## src/rtl/delay_sweep_sched.sv

```systemverilog
// Delay sweep sequencer: steps the pulse generator's inter-pulse delay across
// a programmed list of points, loading each new delay only at a period
// boundary, discarding settling periods and counting averaged shots.
//
// Handshake note: there is no backpressure anywhere. start, abort and
// period_end are single-cycle strobes sampled on every rising clk edge.
// load, shot_done and done are single-cycle registered strobes. delay is
// valid in the load cycle and holds until the next load.
module delay_sweep_sched #(
   parameter int unsigned DW        = 16,
   parameter int unsigned SETTLE    = 1,
   parameter int unsigned DEF_DELAY = 200
) (
   input  logic          clk,
   input  logic          reset_n,
   input  logic          start,
   input  logic          abort,
   input  logic [DW-1:0] cfg_delay0,
   input  logic [DW-1:0] cfg_step,
   input  logic [DW-1:0] cfg_npts,
   input  logic [DW-1:0] cfg_navg,
   input  logic          period_end,
   output logic [DW-1:0] delay,
   output logic          load,
   output logic          shot_done,
   output logic [DW-1:0] point_idx,
   output logic          busy,
   output logic          done,
   output logic          range_err,
   output logic [2:0]    state_dbg
);

   typedef enum logic [2:0] {
      S_IDLE   = 3'd0,
      S_ARM    = 3'd1,
      S_SETTLE = 3'd2,
      S_ACQ    = 3'd3,
      S_DONE   = 3'd4
   } state_t;

   // State entered after every delay load; settling is skipped entirely when SETTLE is 0.
   localparam state_t        POST_LOAD   = (SETTLE == 0) ? S_ACQ : S_SETTLE;
   localparam logic [DW-1:0] SETTLE_LAST = (SETTLE == 0) ? '0 : DW'(SETTLE - 1);

   state_t          state_q;
   logic [DW-1:0]   delay_q;
   logic [DW-1:0]   point_idx_q;
   logic [DW-1:0]   avg_cnt_q;
   logic [DW-1:0]   settle_cnt_q;
   logic [DW-1:0]   step_q;
   logic [DW-1:0]   npts_last_q;
   logic [DW-1:0]   navg_last_q;
   logic            load_q;
   logic            shot_q;
   logic            done_q;
   logic            busy_q;
   logic            range_err_q;

   logic signed [DW+1:0] sum_d;
   logic [DW-1:0]        next_delay_d;
   logic                 clamp_d;

   // Next point's delay: signed add with two guard bits, saturated to [0, 2^DW-1].
   always_comb begin
      sum_d        = $signed({2'b00, delay_q}) + $signed({{2{step_q[DW-1]}}, step_q});
      next_delay_d = sum_d[DW-1:0];
      clamp_d      = 1'b0;
      if (sum_d[DW+1]) begin
         next_delay_d = '0;
         clamp_d      = 1'b1;
      end else if (sum_d[DW]) begin
         next_delay_d = '1;
         clamp_d      = 1'b1;
      end
   end

   // Sweep FSM with registered strobes; abort overrides everything in its cycle.
   always_ff @(posedge clk or negedge reset_n) begin
      if (!reset_n) begin
         state_q      <= S_IDLE;
         delay_q      <= DW'(DEF_DELAY);
         point_idx_q  <= '0;
         avg_cnt_q    <= '0;
         settle_cnt_q <= '0;
         step_q       <= '0;
         npts_last_q  <= '0;
         navg_last_q  <= '0;
         load_q       <= 1'b0;
         shot_q       <= 1'b0;
         done_q       <= 1'b0;
         busy_q       <= 1'b0;
         range_err_q  <= 1'b0;
      end else begin
         load_q <= 1'b0;
         shot_q <= 1'b0;
         done_q <= 1'b0;
         if (abort) begin
            state_q <= S_IDLE;
            busy_q  <= 1'b0;
         end else begin
            case (state_q)
               S_IDLE: begin
                  if (start) begin
                     step_q       <= cfg_step;
                     npts_last_q  <= (cfg_npts == '0) ? '0 : cfg_npts - DW'(1);
                     navg_last_q  <= (cfg_navg == '0) ? '0 : cfg_navg - DW'(1);
                     delay_q      <= cfg_delay0;
                     point_idx_q  <= '0;
                     range_err_q  <= 1'b0;
                     avg_cnt_q    <= '0;
                     settle_cnt_q <= '0;
                     busy_q       <= 1'b1;
                     state_q      <= S_ARM;
                  end
               end
               S_ARM: begin
                  if (period_end) begin
                     load_q       <= 1'b1;
                     settle_cnt_q <= '0;
                     state_q      <= POST_LOAD;
                  end
               end
               S_SETTLE: begin
                  if (period_end) begin
                     if (settle_cnt_q == SETTLE_LAST) begin
                        settle_cnt_q <= '0;
                        state_q      <= S_ACQ;
                     end else begin
                        settle_cnt_q <= settle_cnt_q + DW'(1);
                     end
                  end
               end
               S_ACQ: begin
                  if (period_end) begin
                     shot_q <= 1'b1;
                     if (avg_cnt_q == navg_last_q) begin
                        avg_cnt_q <= '0;
                        if (point_idx_q == npts_last_q) begin
                           done_q  <= 1'b1;
                           state_q <= S_DONE;
                        end else begin
                           point_idx_q  <= point_idx_q + DW'(1);
                           delay_q      <= next_delay_d;
                           range_err_q  <= range_err_q | clamp_d;
                           load_q       <= 1'b1;
                           settle_cnt_q <= '0;
                           state_q      <= POST_LOAD;
                        end
                     end else begin
                        avg_cnt_q <= avg_cnt_q + DW'(1);
                     end
                  end
               end
               S_DONE: begin
                  busy_q  <= 1'b0;
                  state_q <= S_IDLE;
               end
               default: begin
                  busy_q  <= 1'b0;
                  state_q <= S_IDLE;
               end
            endcase
         end
      end
   end

   assign delay     = delay_q;
   assign load      = load_q;
   assign shot_done = shot_q;
   assign point_idx = point_idx_q;
   assign busy      = busy_q;
   assign done      = done_q;
   assign range_err = range_err_q;
   assign state_dbg = state_q;

endmodule
```

## config.mk

```make
export PLATFORM = sky130hd
export DESIGN_NAME = delay_sweep_sched
export DESIGN_NICKNAME = d
export VERILOG_FILES = /design/src/rtl/delay_sweep_sched.sv
export SDC_FILE = /design/constraint.sdc
export NUM_CORES = 1
export LEC_CHECK = 0
export ABC_AREA = 1
export CAP_MARGIN = 10
export CORE_UTILIZATION = 60
export CTS_CLUSTER_SIZE = 14
export DETAILED_ROUTE_END_ITERATION = 8
export MAX_ROUTING_LAYER = met4
export PLACE_DENSITY = 0.85
export SLEW_MARGIN = 20
export SYNTH_ARGS = -nofsm -noshare
export SYNTH_HDL_FRONTEND = slang
export SYNTH_SLANG_ARGS = --single-unit
```

## constraint.sdc

```tcl
create_clock -name clk -period 3.35 [get_ports clk]
set_input_delay 0.335 -clock clk [delete_from_list [all_inputs] [get_ports clk]]
set_output_delay 0.335 -clock clk [all_outputs]
set_load 0.02 [all_outputs]
```

; ---- Word level (Yosys, flattened, before mapping)
; Index checks and enable logic that the tools add are counted.
; Widths: inputs -> output; s select.
[totals]
elab_cells = 108
ff_bits = 120
in_bits = 69
out_inout_bits = 40
[classes]
n_bitwise = 2
add_sub_neg = 6
reduce_logical = 13
n_eq_ne = 18
n_mux = 56
[ops]
columns = cell, n
row1 = $mux 16, 20
row2 = $pmux 16 s2, 3
row3 = $pmux 16 s4, 1
row4 = $add 16x1->16 const B, 3
row5 = $logic_not 16->1, 3
row6 = $eq 16x16->1, 2
row7 = $sub 16x1->16 const B, 2
row8 = $mux 3, 8
row9 = $mux 1, 20
row10 = $add 17x16->18, 1
row11 = $ne 3x3->1 const B, 6
row12 = $ne 2x2->1 const B, 6
row13 = $pmux 3 s4, 1
row14 = $reduce_and 6->1, 2
row15 = $reduce_and 8->1, 1
row16 = $eq 3x2->1 const B, 2
row17 = $pmux 1 s2, 3
row18 = $reduce_and 4->1, 1
row19 = $reduce_bool 4->1, 1
row20 = $eq 3x1->1 const B, 1
row21 = $logic_not 3->1, 1
row22 = $reduce_and 3->1, 1
row23 = $reduce_or 3->1, 1
row24 = $ne 2x1->1 const B, 1
row25 = 4 further kinds, 4

; ---- Depth between registers and ports, before layout
; Gate-level depths: netlist of run 1.
[depth]
word_depth = 8
depth_mapped = 15
mapped_depth_nobuf = 15

; ---- Least setup slack after synthesis of run 1
; No wires, ideal clock.
[synth_path]
kind = reg2reg
start = register delay_q[0] (netlist: delay[0])
end = register delay_q[6] (netlist: delay[6])
period_less_slack_ns = 2.300
setup_ns = 0.073
stages_incl_launch_ff = 15
n_path_buf = 1
arrival_time_ns = 2.227
required_ns = 3.277
slack_ns = 1.050
cell_sequence = dfrtp_1 > ha_1 > fa_1 > nand3_1 > nand3_1 > nand2_1 > nand2_1 > nand2_1 > nand2_1 > nand2_1 > nand2_1 > buf_4 > nand2_1 > nand3_1 > a21boi_1
[synth_between]
elab_chain_cells = 7
[synth_lines]
columns = element, line
row1 = "start, declared", 46  ; logic [DW-1:0] delay_q;
row2 = "start signal, assigned", 81  ; delay_q <= DW'(DEF_DELAY);
row3 = "start signal, assigned", 107  ; delay_q <= cfg_delay0;
row4 = "start signal, assigned", 143  ; delay_q <= next_delay_d;
row5 = $add 17x16->18 (*), 65  ; sum_d = $signed({2'b00, delay_q}) + $signed({{2{step_q[DW-1]}}, step_q});
row6 = $mux 16, 71  ; end else if (sum_d[DW]) begin
row7 = $mux 16 (*), 68  ; if (sum_d[DW+1]) begin
row8 = $mux 16 (*), 138  ; if (point_idx_q == npts_last_q) begin
row9 = $mux 16 (*), 136  ; if (avg_cnt_q == navg_last_q) begin
row10 = $mux 16 (*), 134  ; if (period_end) begin
row11 = $pmux 16 s2 (*), 101  ; case (state_q)
; Every way passes the cells marked *; elsewhere a longest branch is shown, timed or not. The select of a mux whose other input is x is not followed.
; A chain may end at the register's enable or synchronous reset.

; ---- Final worst setup path of run 1
[layout_path]
start = register delay_q[0] (netlist: delay[0])
end = register delay_q[11] (netlist: delay[11])
; The elaborated chain is that of the path after synthesis.

==> results of run 1 <==
[registers in the layout, indices dropped and copies added, names as in the netlist]
name,flops
npts_last_q,16
point_idx,16
avg_cnt_q,16
busy,1
state_dbg,3
settle_cnt_q,16
load,1
delay,16
done,1
range_err,1
shot_done,1
navg_last_q,16
step_q,16
[worst max-delay path by stage]
stage                      to  slack (ns)  cells after the start
global placement    delay[13]        0.83                     13
finish              delay[11]        0.66                     13
floorplan            delay[6]        1.05                     14
global route         delay[3]        0.46                     13
detailed placement   delay[7]        0.69                     13
CTS                  delay[3]        0.67                     13
[where the power goes]
part	internal (mW)	switching, mW
sequential	1.88	0.364
clock	1.21	0.687
combinational	1.52	2.67
total	4.61	3.73
[cell usage after synthesis, types with 2 or more instances]
master,instances
dfrtp_1,117
nor4_1,6
buf_4,6
a21boi_1,15
buf_6,8
ha_1,23
dfstp_2,3
buf_2,8
nand2_2,9
xor2_1,74
o22ai_1,5
nor3_1,22
o21ai_2,12
inv_1,158
o21a_1,2
and3_1,3
nor2_2,4
nor2_1,143
nand3_1,84
a21oi_1,22
o21ai_0,35
nand3_2,2
nand4_1,17
xnor2_1,10
a31o_2,2
and2_1,3
clkbuf_1,6
nand2_1,346
inv_2,7
o21ai_1,22
nor2_4,3
[worst min-delay path, cell delays in order]
cell,delay [ns]
clkdlybuf4s50_1,0.40
nand2_1,0.06
nand2_1,0.05
[layout make-up]
cell class                 count  area share
sequential                   120       0.298
tap                          176      0.0218
inverter                     165      0.0614
timing repair buffer         113       0.112
clock inverter                10      0.0141
multi-input combinational    875       0.446
clock buffer                  22      0.0460
[metal layers]
metal,global-route usage,vias up,part of all wire
li1,-,3944,-
met1,0.373,3646,0.44
met2,0.511,220,0.49
met3,0.0646,39,0.054
met4,0.120,0,0.022
met5,-,-,0
[logic make-up (layout without fill, tap and decap cells)]
family	count (synthesis)	after routing
and+or+nand+nor	648	648
buffers and inverters	195	310
DFF	120	120
AOI/OAI and AO/OA	119	119
xor gates and xnor gates	84	84
adders and majority gates	24	24
[stage by stage]
| stage | setup WS (ns) | total power [mW] | hold WS (ns) |
|---|---|---|---|
| 6_report | 0.660 | 8.34 | 0.459 |
| 4_1_cts | 0.670 | 8.35 | 0.454 |
| 3_5_place_dp | 0.692 | 6.42 | 0.393 |
| 2_1_floorplan | 1.05 | 5.35 | 0.0394 |
| 5_1_grt | 0.464 | 9.03 | 0.468 |
| 3_3_place_gp | 0.831 | 6.31 | 0.382 |
[what timing repair did]
item	CTS	global route
resized for setup	0	0
hold endpoints to repair	46	0
hold buffers	1	0
==> results.sh, run 1 <==
export IMPL_reg2reg_depth=13
export IMPL_syn_inst=1190
export IMPL_die_area_um2=14400
export IMPL_start_util=0.623
export IMPL_yosys_warnings=0
export IMPL_vias=7849
export IMPL_max_clock_path_buffers=2
export IMPL_whs_path_depth=3
export IMPL_multi_input_area_um2=4500
export IMPL_cp_required_ns=3.69
export IMPL_path_cells="ha_1 > fa_1 > nand3_1 > nand3_1 > nand2_1 > nand2_1 > nand2_1 > nand2_1 > nand2_1 > nand2_1 > nand2_1 > nand3_1 > a21boi_1"
export IMPL_synth_edff_count=0
export IMPL_worstSetupPathType="reg -> reg"
export IMPL_slew_violations=0
export IMPL_synth_seq_cells=120
export IMPL_clk_pin_slew_ns=0.06
export IMPL_synthAdderAreaFrac=0.0368
export IMPL_synth_top_area_share=0.351
export IMPL_min_to="step_q[1]"
export IMPL_r2r_end="delay[11]"
export IMPL_ioPinCount=109
export IMPL_critPathMaxFanout=16
export IMPL_place_area_um2=9470
export IMPL_ys_flop_type="dfrtp_1"
export IMPL_layout_common_cells="346 x nand2_1, 158 x inv_1, 143 x nor2_1, 117 x dfrtp_1, 107 x clkdlybuf4s50_1"
export IMPL_drive_above_1_share=0.0613
export IMPL_worstHoldStart="cfg_step[1]"
export IMPL_fill_cells=1055
export IMPL_synth_compound_area_share=0.0848
export IMPL_synth_top_family_by_area="simple AND/OR/NAND/NOR gates"
export IMPL_rrSetupSlack_ns=0.66
export IMPL_cts_root_buffer="clkbuf_16"
export IMPL_crit_start="delay[0]"
export IMPL_portBuffers=108
export IMPL_drt_iter0_markers=566
export IMPL_die_h_um=120
export IMPL_async_reset_ff_frac=1.00
export IMPL_grt_pass1_wl_um=34500
export IMPL_avgRoutedWirePerCell_um=13.9
export IMPL_muxShareOfSynthArea=0
export IMPL_setup_viol=0
export IMPL_synth_top_cell_by_area="dfrtp_1"
export IMPL_path_buf_inv=0
export IMPL_fin_util=0.753
export IMPL_synthXorXnorAreaFrac=0.0881
export IMPL_syn_area_per_cell_um2=7.02
export IMPL_p_leak_nw=4.99
export IMPL_cts_sinks=120
export IMPL_die_x_um=120
export IMPL_overflow=0
export IMPL_dp_final_hpwl_um=14800
export IMPL_core_area_um2=13400
export IMPL_hold_path_class="in -> reg"
export IMPL_fin_crit_sh=0.803
export IMPL_gp_congestion=0.908
export IMPL_rsz0062_at_grt="no"
export IMPL_ir_worst_vdd_mv=0.535
export IMPL_netlist_area_um2=8350
export IMPL_grt_max_degree=75
export IMPL_cts_made_buffers=17
export IMPL_cts_max_level=4
export IMPL_finClkSkew_ns=0.00780
export IMPL_grt_pass1_vias=7482
export IMPL_synth_distinct_cells=44
export IMPL_synthSimpleGateAreaFrac=0.330
export IMPL_wl_um=20600
export IMPL_worst_path_most_repeated_cell="nand2_1"
export IMPL_syn_to_final_growth_pct=20.8
export IMPL_period_needed_ns=2.69
export IMPL_nets=1385
export IMPL_first_pass_iters=5
export IMPL_max_slew_margin_rel=0.502
export IMPL_syn_nets=1283
export IMPL_cp_top_family="simple AND/OR/NAND/NOR gates"
export IMPL_arrival_ns=3.03
export IMPL_cap_viol_max_count=0
export IMPL_dp_cells=1448
export IMPL_row_count=42
export IMPL_final_area_um2=10100
export IMPL_layout_commonest_cell="nand2_1"
export IMPL_antenna_found_initial=0
export IMPL_regArea_um2=3010
export IMPL_power_density_nw_per_um2=826
export IMPL_antenna_left=0
export IMPL_cp_end_kind="flop"
export IMPL_final_hold_viol_count=0
export IMPL_vias_per_cell=5.30
export IMPL_synth_top_cells_by_area="dfrtp_1 35%, nand2_1 16%, xor2_1 7.8%"
export IMPL_antenna_cells=0
export IMPL_tightestPinTransition_ns=0.740
export IMPL_max_stage_delay_ns=0.44
export IMPL_reg2reg_from="delay[0]"
export IMPL_crit_path_start_kind="flop"
export IMPL_max_freq_mhz=372
export IMPL_slowest_stage="fa_1"
export IMPL_grtUsageTotal=0.310
export IMPL_status="finished, final reports clean"
export IMPL_seq_area_frac_synth=0.360
export IMPL_tns_ns=0
export IMPL_layoutNonFillerInstCount=1481
export IMPL_insertion_delay_ns=0.42
export IMPL_drc=0
export IMPL_cts_tree="done"
export IMPL_cts_setup_buffers=0
Note: power is estimated with default switching activity, not from simulation.
==> inputs of run 2 (changes only) <==
Settings changed: CORE_UTILIZATION 60 to 51, PLACE_DENSITY 0.85 to 0.77.
Clock period 3.35 ns to 2.3 ns, I/O delays scaled along.
==> run 2 against run 1 <==
Routed wire length grew 3.6%. Via count up 0.11%. Die area is 17% higher. Setup slack worse by 0.53 ns. Clock power is 47% higher. Clock skew up 0.00097 ns. Critical path type unchanged. Largest cell class unchanged. Highest routed layer unchanged.
==> results.sh, run 2 (synthesis gave the netlist of run 1 again) <==
export IMPL_status="finished, final reports clean"
export IMPL_clk_pin_slew_ns=0.05
export IMPL_setup_viol=0
export IMPL_grt_pass1_vias=7491
export IMPL_holdWs_ns=0.326
export IMPL_top_layer_used="met4"
export IMPL_multi_input_area_um2=4580
export IMPL_reg2reg_depth=11
export IMPL_gp_congestion=0.927
export IMPL_max_freq_mhz=461
export IMPL_cts_tree="done"
export IMPL_fin_util=0.656
export IMPL_core_area_um2=15900
export IMPL_tns_ns=0
export IMPL_start_util=0.524
export IMPL_cp_end_kind="flop"
export IMPL_avgRoutedWirePerCell_um=13.8
export IMPL_wl_um=21400
export IMPL_period_needed_ns=2.17
export IMPL_nets=1413
export IMPL_vias_per_cell=5.07
export IMPL_cts_sinks=120
export IMPL_grtUsageTotal=0.278
export IMPL_power_density_nw_per_um2=1220
export IMPL_vias=7858
export IMPL_die_area_um2=16900
export IMPL_place_area_um2=9760
export IMPL_portBuffers=108
export IMPL_wl_met1_um=9790
export IMPL_cts_setup_buffers=0
export IMPL_cap_viol_max_count=0
export IMPL_die_x_um=130
export IMPL_layout_commonest_cell="nand2_1"
export IMPL_layout_common_cells="341 x nand2_1, 158 x inv_1, 143 x nor2_1, 116 x dfrtp_1, 107 x clkdlybuf4s50_1"
export IMPL_die_h_um=130
export IMPL_fin_crit_sh=0.944
export IMPL_antenna_cells=0
export IMPL_antenna_found_initial=0
export IMPL_worstSetupPathType="reg -> reg"
export IMPL_drt_iter0_markers=527
export IMPL_grt_pass1_wl_um=35400
export IMPL_crit_path_start_kind="flop"
export IMPL_final_area_um2=10500
export IMPL_syn_to_final_growth_pct=25.3
export IMPL_grt_max_degree=44
export IMPL_overflow=0
export IMPL_slew_violations=0
export IMPL_route_met2_wl_um=10400
export IMPL_dp_final_hpwl_um=15800
export IMPL_arrival_ns=2.51
export IMPL_critPathMaxFanout=8
export IMPL_cp_required_ns=2.64
export IMPL_drive_above_1_share=0.0930
export IMPL_p_leak_nw=5.16
export IMPL_hold_path_class="in -> async"
export IMPL_wl_met3_um=873
export IMPL_max_slew_margin_rel=0.667
export IMPL_rsz0062_at_grt="yes"
export IMPL_max_clock_path_buffers=2
export IMPL_first_pass_iters=5
export IMPL_row_count=46
export IMPL_final_hold_viol_count=0
export IMPL_ir_worst_vdd_mv=0.902
export IMPL_fill_cells=1444
export IMPL_cts_made_buffers=17
export IMPL_ioPinCount=109
export IMPL_drc=0
export IMPL_finClkSkew_ns=0.00877
export IMPL_cts_max_level=4
export IMPL_antenna_left=0
export IMPL_regArea_um2=3010
export IMPL_tightestPinTransition_ns=0.500
export IMPL_finalPower_mw=12.8
export IMPL_insertion_delay_ns=0.42
export IMPL_cts_root_buffer="clkbuf_16"
-- run 2: cell types whose count changed in the layout (fill, tap and decap cells not counted), sizes merged --
cell,before,now
nand2,356,357
inv,166,165
bufinv,3,4
clkinvlp,4,1
clkinv,2,4
clkbuf,22,23
buf,5,32
-- run 2: where the power goes --
part	leakage, nW	total (mW)	switching [mW]	internal [mW]
Sequential	1.54	3.26	0.520	2.74
Clock	0.295	2.80	0.960	1.84
Combinational	3.32	6.76	4.14	2.62
-- run 2: metal layers --
metal / vias up / GRT usage
li1: 4006 / -
met1: 3641 / 0.345
met2: 185 / 0.464
met3: 26 / 0.0521
met4: 0 / 0.0752
met5: - / -
-- run 2: final cells by class --
class / instances / area share
Clock buffer: 23 / 0.0438
Timing Repair Buffer: 140 / 0.131
Inverter: 165 / 0.0594
Tap cell: 216 / 0.0258
Sequential cell: 120 / 0.287
Clock inverter: 9 / 0.0145
Multi-Input combinational cell: 876 / 0.438
-- run 2: final timing paths --
kind,from,to,slack (ns)
setup / recovery,delay[12],delay[11],0.13
setup reg to reg,delay[12],delay[11],0.13
max in group asynchronous,reset_n,settle_cnt_q[14],1.21
hold reg to reg,step_q[2],step_q[2],0.49
hold / removal,reset_n,delay[8],0.33
min in group clk,cfg_step[12],step_q[12],0.36
-- run 2: timing repair --
action,CTS,global route
resized for setup,0,21
hold buffers,1,0
endpoints found under the setup margin,0,57
hold endpoints to repair,32,0
-- run 2: worst max-delay path: stages, from the launching register on --
cell      delay (ns)
dfrtp_1         0.41
ha_1            0.38
nand2_1         0.14
nor2_1          0.15
inv_1           0.08
nor3_1          0.15
nand2_1         0.13
nand2_1         0.12
nand2_2         0.11
nand2_4         0.16
nand3_1         0.10
a21boi_1        0.17
-- run 2: stage by stage --
step,instances,worst slack (ns)
final,1549,0.129
after floorplan,1190,0.0248
after global routing,1549,-0.0369
after global placement,1515,0.0758
after CTS,1548,0.0322
after detailed placement,1515,0.0553
==> inputs of run 3 (changes only) <==
Settings changed: CORE_UTILIZATION 51 to 57, PLACE_DENSITY 0.77 to 0.81, REMOVE_ABC_BUFFERS from default to 1.
Clock period 2.3 ns to 2.25 ns, I/O delays scaled along.
==> run 3 against run 2 <==
Sequential power barely moved. Register-to-register slack worse by 0.03 ns. Die area is 10% lower. Worst hold slack worse by 0.034 ns. Maximum frequency is 0.79% higher. Via count is 2.7% higher. Core utilization rose by 9.5 points. Clock skew fell by 0.0032 ns.
==> results.sh, run 3 (synthesis gave the netlist of run 1 again) <==
export IMPL_status="finished, final reports clean"
export IMPL_slew_violations=0
export IMPL_power_density_nw_per_um2=1260
export IMPL_ir_worst_vdd_mv=0.777
export IMPL_tightestPinTransition_ns=0.495
export IMPL_insertion_delay_ns=0.43
export IMPL_period_needed_ns=2.15
export IMPL_layoutNonFillerInstCount=1528
export IMPL_crit_path_start_kind="flop"
export IMPL_grt_max_degree=38
export IMPL_nets=1428
export IMPL_final_hold_viol_count=0
export IMPL_antenna_found_initial=0
export IMPL_vias=8074
export IMPL_antenna_cells=0
export IMPL_reg2reg_depth=13
export IMPL_layout_commonest_cell="nand2_1"
export IMPL_row_count=43
export IMPL_grtUsageTotal=0.298
export IMPL_grt_pass1_vias=7558
export IMPL_die_x_um=123
export IMPL_die_h_um=123
export IMPL_finClkSkew_ns=0.00558
export IMPL_cap_viol_max_count=0
export IMPL_grt_use_met3=0.0549
export IMPL_grt_pass1_wl_um=34200
export IMPL_syn_to_final_growth_pct=26.8
export IMPL_dp_final_hpwl_um=15200
export IMPL_cts_tree="done"
export IMPL_layout_common_cells="338 x nand2_1, 157 x inv_1, 142 x nor2_1, 117 x dfrtp_1, 107 x clkdlybuf4s50_1"
export IMPL_place_area_um2=9780
export IMPL_cts_max_level=4
export IMPL_max_slew_margin_rel=0.670
export IMPL_met2_usage=0.487
export IMPL_holdWs_ns=0.292
export IMPL_use_met1=0.367
export IMPL_final_area_um2=10600
export IMPL_worstSetupPathType="reg -> reg"
export IMPL_arrival_ns=2.51
export IMPL_die_area_um2=15100
export IMPL_setup_viol=0
export IMPL_portBuffers=108
export IMPL_p_leak_nw=5.25
export IMPL_first_pass_iters=7
export IMPL_drc=0
export IMPL_core_area_um2=14100
export IMPL_cts_sinks=120
export IMPL_fin_util=0.752
export IMPL_start_util=0.593
export IMPL_cp_end_kind="flop"
export IMPL_wl_um=21100
export IMPL_cts_made_buffers=17
export IMPL_drive_above_1_share=0.114
export IMPL_antenna_left=0
export IMPL_vias_per_cell=5.28
export IMPL_busiest_layer="met2"
export IMPL_critPathMaxFanout=5
export IMPL_fin_crit_sh=0.957
export IMPL_avgRoutedWirePerCell_um=13.8
export IMPL_hold_path_class="in -> async"
export IMPL_cts_root_buffer="clkbuf_16"
export IMPL_drt_iter0_markers=701
export IMPL_gp_congestion=0.964
export IMPL_max_freq_mhz=464
export IMPL_ioPinCount=109
export IMPL_max_clock_path_buffers=2
export IMPL_overflow=0
export IMPL_dp_cells=1487
export IMPL_clk_pin_slew_ns=0.06
export IMPL_cp_required_ns=2.60
run 3: report_power, final:
| group | switching (mW) | internal (mW) | leakage [nW] |
|---|---|---|---|
| combinational | 4.42 | 2.82 | 3.41 |
| clock | 1.07 | 1.77 | 0.297 |
| sequential | 0.477 | 2.80 | 1.54 |
| total | 5.97 | 7.39 | 5.25 |
run 3: critical path, stage by stage (launching register included):
cell and delay, ns:
dfstp_2 0.55, ha_2 0.31, nand2_1 0.07, nand2_1 0.11, a21oi_2 0.16, nand2_2 0.09, nand2_2 0.09, nand2_1 0.07
nand2_1 0.08, nand2_2 0.09, buf_2 0.17, nand2_1 0.09, nand3_1 0.07, a21boi_1 0.13
run 3: per-stage QoR:
step / total power [mW] / setup TNS [ns] / setup WS [ns]
floorplan: 7.69 / -12.97 / -0.292
global placement: 9.77 / -0.640 / -0.0522
detailed placement: 9.90 / 0 / 0.0220
CTS: 12.8 / 0 / 0.000948
global route: 14.4 / -0.193 / -0.0344
finish: 13.4 / 0 / 0.0964
run 3: final timing paths:
kind / slack, ns / start / endpoint
setup / recovery: 0.1 / delay[7] / delay[11]
setup reg to reg: 0.1 / delay[7] / delay[11]
hold / removal: 0.29 / reset_n / step_q[4]
max in group asynchronous: 1.20 / reset_n / delay[6]
min in group clk: 0.33 / cfg_step[4] / step_q[4]
hold reg to reg: 0.48 / step_q[14] / step_q[14]
run 3: metal layers:
metal,routed length (µm),up-vias
met3,1210,56
met5,0,-
met2,10200,279
li1,-,4033
met1,9020,3706
met4,605,0
run 3: area by class of cell:
| class | count | area (µm²) |
|---|---|---|
| Clock buffer | 18 | 439 |
| Clock inverter | 14 | 173 |
| Fill cell | 1084 | 3500 |
| Inverter | 165 | 619 |
| Multi-Input combinational cell | 876 | 4650 |
| Sequential cell | 120 | 3010 |
| Tap cell | 180 | 225 |
| Timing Repair Buffer | 155 | 1490 |
run 3: timing repair:
action / CTS / global route
hold endpoints to repair: 32 / 0
setup endpoints to repair: 0 / 17
hold buffers: 1 / 0
resized for setup: 0 / 34
setup buffers: 0 / 6
